`src/rtl/fetch_queue_if.sv`:
```
// Fetch/decode handshake bundle for fetch_queue: push side, pop side, flush and occupancy.
interface fetch_queue_if #(
    parameter int unsigned AW = 2
);
    logic          flush;
    logic          in_valid;
    logic          in_ready;
    logic [31:0]   in_pc;
    logic [31:0]   in_instr;
    logic          out_valid;
    logic          out_ready;
    logic [31:0]   out_pc;
    logic [31:0]   out_instr;
    logic [AW:0]   count;

    modport master (
        output flush, in_valid, in_pc, in_instr, out_ready,
        input  in_ready, out_valid, out_pc, out_instr, count
    );

    modport slave (
        input  flush, in_valid, in_pc, in_instr, out_ready,
        output in_ready, out_valid, out_pc, out_instr, count
    );
endinterface

```
`src/rtl/fetch_queue.sv`:
```
// Instruction prefetch FIFO of {pc, instr} pairs between fetch and decode, with flush.
// Optional FETCH_QUEUE_BYPASS_EN adds a zero-latency in->out path when the queue is empty.
module fetch_queue #(
    parameter int unsigned DEPTH = 4,
    parameter int unsigned AW    = 2
) (
    input  logic          clk,
    input  logic          rst_n,
    fetch_queue_if.slave  bus
);
    localparam int unsigned CW = AW + 1;
    localparam int unsigned DW = 64;

    logic [DW-1:0] mem [DEPTH];
    logic [AW-1:0] wr_ptr;
    logic [AW-1:0] rd_ptr;
    logic [CW-1:0] cnt;

    logic          full;
    logic          empty;
    logic          byp;
    logic          push;
    logic          pop;
    logic          store;
    logic          take;
    logic [DW-1:0] head;

    assign full  = (cnt == CW'(DEPTH));
    assign empty = (cnt == '0);

    // Empty-queue bypass: fetch data is presented straight to decode.
    always_comb begin
        byp = 1'b0;
`ifdef FETCH_QUEUE_BYPASS_EN
        byp = rst_n & empty & ~bus.flush & bus.in_valid;
`endif
    end

    // Handshake and head presentation; flush masks both sides.
    always_comb begin
        bus.in_ready  = rst_n & ~bus.flush & ~full;
        bus.out_valid = (~bus.flush & ~empty) | byp;
        head          = byp ? {bus.in_pc, bus.in_instr} : mem[rd_ptr];
        bus.out_pc    = bus.out_valid ? head[DW-1:32] : 32'h0;
        bus.out_instr = bus.out_valid ? head[31:0]    : 32'h0;
        bus.count     = cnt;
    end

    // A bypassed entry consumed in the same cycle is neither stored nor popped from mem.
    always_comb begin
        push  = bus.in_valid & bus.in_ready;
        pop   = bus.out_valid & bus.out_ready;
        store = push & ~(byp & bus.out_ready);
        take  = pop & ~byp;
    end

    always_ff @(posedge clk or negedge rst_n) begin
        if (!rst_n) begin
            wr_ptr <= '0;
            rd_ptr <= '0;
            cnt    <= '0;
        end else if (bus.flush) begin
            wr_ptr <= '0;
            rd_ptr <= '0;
            cnt    <= '0;
        end else begin
            if (store) wr_ptr <= wr_ptr + AW'(1);
            if (take)  rd_ptr <= rd_ptr + AW'(1);
            cnt <= cnt + CW'(store) - CW'(take);
        end
    end

    // Payload storage carries no reset; occupancy alone defines validity.
    always_ff @(posedge clk) begin
        if (store) mem[wr_ptr] <= {bus.in_pc, bus.in_instr};
    end
endmodule
```
`src/flat_wrapper.sv`:
```
// flat-port wrapper written by rule: the top's interface ports become plain ports
module fetch_queue_flat 
#(
    parameter int unsigned DEPTH = 4,
    parameter int unsigned AW    = 2
)
  (clk, rst_n, bus_flush, bus_in_valid, bus_in_pc, bus_in_instr, bus_out_ready, bus_in_ready, bus_out_valid, bus_out_pc, bus_out_instr, bus_count);
  fetch_queue_if #(.AW(AW)) bus_i ();
  input  logic clk;
  input  logic rst_n;
  input wire logic [$bits(bus_i.flush)-1:0] bus_flush;
  input wire logic [$bits(bus_i.in_valid)-1:0] bus_in_valid;
  input wire logic [$bits(bus_i.in_pc)-1:0] bus_in_pc;
  input wire logic [$bits(bus_i.in_instr)-1:0] bus_in_instr;
  input wire logic [$bits(bus_i.out_ready)-1:0] bus_out_ready;
  output wire logic [$bits(bus_i.in_ready)-1:0] bus_in_ready;
  output wire logic [$bits(bus_i.out_valid)-1:0] bus_out_valid;
  output wire logic [$bits(bus_i.out_pc)-1:0] bus_out_pc;
  output wire logic [$bits(bus_i.out_instr)-1:0] bus_out_instr;
  output wire logic [$bits(bus_i.count)-1:0] bus_count;
  assign bus_i.flush = bus_flush;
  assign bus_i.in_valid = bus_in_valid;
  assign bus_i.in_pc = bus_in_pc;
  assign bus_i.in_instr = bus_in_instr;
  assign bus_i.out_ready = bus_out_ready;
  assign bus_in_ready = bus_i.in_ready;
  assign bus_out_valid = bus_i.out_valid;
  assign bus_out_pc = bus_i.out_pc;
  assign bus_out_instr = bus_i.out_instr;
  assign bus_count = bus_i.count;
  fetch_queue #(.DEPTH(DEPTH), .AW(AW)) u_core (.clk(clk), .rst_n(rst_n), .bus(bus_i));
endmodule
```
`config.mk`:
```
export PLATFORM = sky130hd
export DESIGN_NAME = fetch_queue_flat
export DESIGN_NICKNAME = d
export VERILOG_FILES = /design/src/rtl/fetch_queue_if.sv /design/src/rtl/fetch_queue.sv /design/src/flat_wrapper.sv
export SDC_FILE = /design/constraint.sdc
export NUM_CORES = 1
export LEC_CHECK = 0
export ABC_AREA = 1
export CAP_MARGIN = 15
export CORE_MARGIN = 2
export CORE_UTILIZATION = 59
export CTS_CLUSTER_SIZE = 25
export DETAILED_ROUTE_END_ITERATION = 10
export GPL_TIMING_DRIVEN = 0
export MAX_ROUTING_LAYER = met4
export PLACE_DENSITY = 0.93
export RECOVER_POWER = 25
export SLEW_MARGIN = 20
export SYNTH_ARGS = -nofsm -noshare
export SYNTH_HDL_FRONTEND = slang
export SYNTH_SLANG_ARGS = --single-unit
```
`constraint.sdc`:
```
create_clock -name clk -period 7.6 [get_ports clk]
set_input_delay 1.14 -clock clk [delete_from_list [all_inputs] [get_ports clk]]
set_output_delay 1.14 -clock clk [all_outputs]
set_load 0.01 [all_outputs]
```
==> run metrics <==
clk slew on worst S/H paths=0.06 ns; Placer Congestion=0.7797; syn avg cell area=12.67 um^2; Initial Util=60.21%; critical path's top delay family=buffers and inverters; initial antenna violation count=2; Min-Delay Path Depth=2; count of cell types in the netlist=21; setup slack, reg-to-reg=4.97 ns; endpoint class of the critical path=primary output; Avg WL per Cell=20.52 um; R2R depth=6; Synth Instances=822; yosys warns=0; hold wc startpoint=u_core.wr_ptr[1]; WP data required=6.46 ns; hold buffer count at cts=0; number of global-route vias before repair=7,324; die height=136.9 um; 1st-iter DRT viols=714; max_slew headroom=46.46%; total of max-cap violations=0; syn nets=898; Bufs and invs on worst path=5; I/O Pins=138; DR pass1 iterations=5; Worst Tran Pin Value=0.8012 ns; clock tree buffer depth=3; Post-Syn Area=10,410 um^2; Worst Clk Skew=0.01503 ns; largest net degree at the start of global routing=25; GRT overflow=0; outcome=finished, final reports clean; Vias=7,228; crit path max-delay cell type=clkdlybuf4s50_1; Hold/Removal Path Class=reg2reg; Fin. Hold Viols=0; core area=17,300 um^2; Hold Path End=u_core.wr_ptr[1]; Clock Sinks=263; setup TNS=0 ns; num rows=48; global-route wire length before repair=38,260 um; reg2reg end=u_core.mem[0][23]; Finish-stage setup viols=0; DR vias/cell=5.810; Worst setup SP type=primary input; final setup margin=3.256 ns; fin util=76.26%; Antenna Nets Post-Route=0; HPWL Detailed=16,360 um; share of cells above drive strength 1=9.243%; synth-to-layout area growth=26.66%; clock root buffer=clkbuf_16; Reg area=7863 um^2; Tcrit/Tclk final=57.16%; cell depth of the worst setup path=7; count of buffers from port buffering=137; H-tree levels=1; CTS tree=done; LEAKAGE=0.004611 uW; total wire length=25,530 um; Crit Path Max Fanout=10; CP max stage delay=0.59 ns; Setup CP Type=in2out; die area=18,730 um^2; # DRC=0; maximum vdd drop=0.2423 mV; pwr/cell area=296.3 nW/um^2; CTS buffer count=26; Fmax achieved=230.2 MHz; fillcell total=1,045; hold slack=0.5917 ns; crit path cell chain=clkdlybuf4s50_1 > inv_2 > nand2_1 > buf_2 > buf_2 > a21oi_1 > clkdlybuf4s50_1; worst slack at placement=3.281 ns; total track usage=28.05%; Final min period=4.344 ns; register bit total from synthesis=263; nets=1,074; cts repair resizes=0; sequential-to-total area share from yosys stat=75.50%; WP data arrival=3.20 ns; die width=136.9 um; Worst R2R Start=u_core.bus.count[1]; multi-input logic area=2197 um^2; RSZ-0062 raised after global routing=no; Final Max Tran Viols=0; clk_lat worst skew=0.52 ns; Post CTS Setup Buffer Count=0
cells in the final DEF (no fill, tap or decap), types with 5 or more instances in the layout:
cell,Yosys,final
a21oi_1,64,64
clkinv_2,0,6
clkbuf_2,12,12
dlygate4sd3_1,0,40
dfrtp_1,7,7
clkdlybuf4s50_1,0,97
ha_1,6,6
buf_1,5,5
nor2_1,267,263
nand2_1,16,16
buf_2,16,16
clkbuf_1,4,10
buf_6,10,10
inv_1,17,17
nand3_1,5,5
clkbuf_16,0,26
buf_16,0,6
edfxtp_1,256,256
clkinv_1,0,5
o21ai_1,54,54
o21ai_0,74,74
through the flow:
step / cell area, um^2 / cells / total power, uW
final: 13190 / 1244 / 3908
after CTS: 13190 / 1242 / 3926
after detailed placement: 12360 / 1195 / 2683
after floorplan: 10410 / 822 / 2232
after global routing: 13190 / 1244 / 4065
after global placement: 12070 / 1184 / 2636
routing by layer:
layer | vias to the layer above | global-route usage (%) | part of all wire (%)
met5 | - | - | 0
met4 | 0 | 7.847 | 2.3
met3 | 62 | 4.000 | 8.4
met2 | 412 | 49.11 | 53
met1 | 3487 | 34.42 | 37
li1 | 3267 | - | -
cell families after synthesis:
family,count (synthesis),synth area share (%)
buffers and inverters,69,3.689
and+or+nand+nor,289,10.50
xor gates and xnor gates,2,0.1682
AOI/OAI and AO/OA,192,9.228
adders and majority gates,7,0.9131
DFF,263,75.50
worst max-delay path by stage:
stage                   start                end  slack [ns]
floorplan               rst_n   u_core.mem[0][0]        2.91
global placement        rst_n  u_core.mem[1][29]        0.19
detailed placement  bus_flush  bus_out_instr[15]        3.28
CTS                 bus_flush  bus_out_instr[15]        3.28
global route        bus_flush  bus_out_instr[15]        3.17
finish              bus_flush  bus_out_instr[15]        3.26
final cells by class:
type | count | area share [%]
buffer | 49 | 2.343
multi-input combinational | 490 | 16.66
sequential | 263 | 59.61
clock inverter | 15 | 1.176
antenna | 2 | 0.03794
inverter | 20 | 0.5691
timing repair buffer | 148 | 12.37
clock buffer | 32 | 5.103
tap | 225 | 2.134
cells in the mapped netlist:
master | n | area (um^2)
nand3_1 | 5 | 25.02
dfrtp_1 | 7 | 175.2
buf_6 | 10 | 112.6
buf_4 | 1 | 7.510
a21oi_1 | 64 | 320.3
clkbuf_1 | 4 | 15.01
ha_1 | 6 | 75.07
buf_8 | 1 | 15.01
nor2_1 | 267 | 1002
buf_2 | 16 | 80.08
inv_2 | 3 | 11.26
fa_1 | 1 | 20.02
o21ai_0 | 74 | 370.4
nand4_1 | 1 | 6.260
edfxtp_1 | 256 | 7687
o21ai_1 | 54 | 270.3
xor2_1 | 2 | 17.52
buf_1 | 5 | 18.77
clkbuf_2 | 12 | 60.06
inv_1 | 17 | 63.81
nand2_1 | 16 | 60.06
worst min-delay path, stage by stage (launching register included):
cell and delay, ns:
dfrtp_1 0.40, nand3_1 0.10, nand2_1 0.06
where the power goes:
| group | switching [uW] | internal, uW | total (uW) |
|---|---|---|---|
| Clock | 515 | 730 | 1250 |
| Combinational | 602 | 404 | 1010 |
| Sequential | 19.0 | 1640 | 1660 |
| Total | 1140 | 2770 | 3910 |
sequential cells by signal (all words and copies together), names as in the netlist:
| name | cells |
|---|---|
| u_core.bus.count | 3 |
| u_core.mem | 256 |
| u_core.wr_ptr | 2 |
| u_core.rd_ptr | 2 |
No activity file was read; power rests on OpenSTA's default activity.
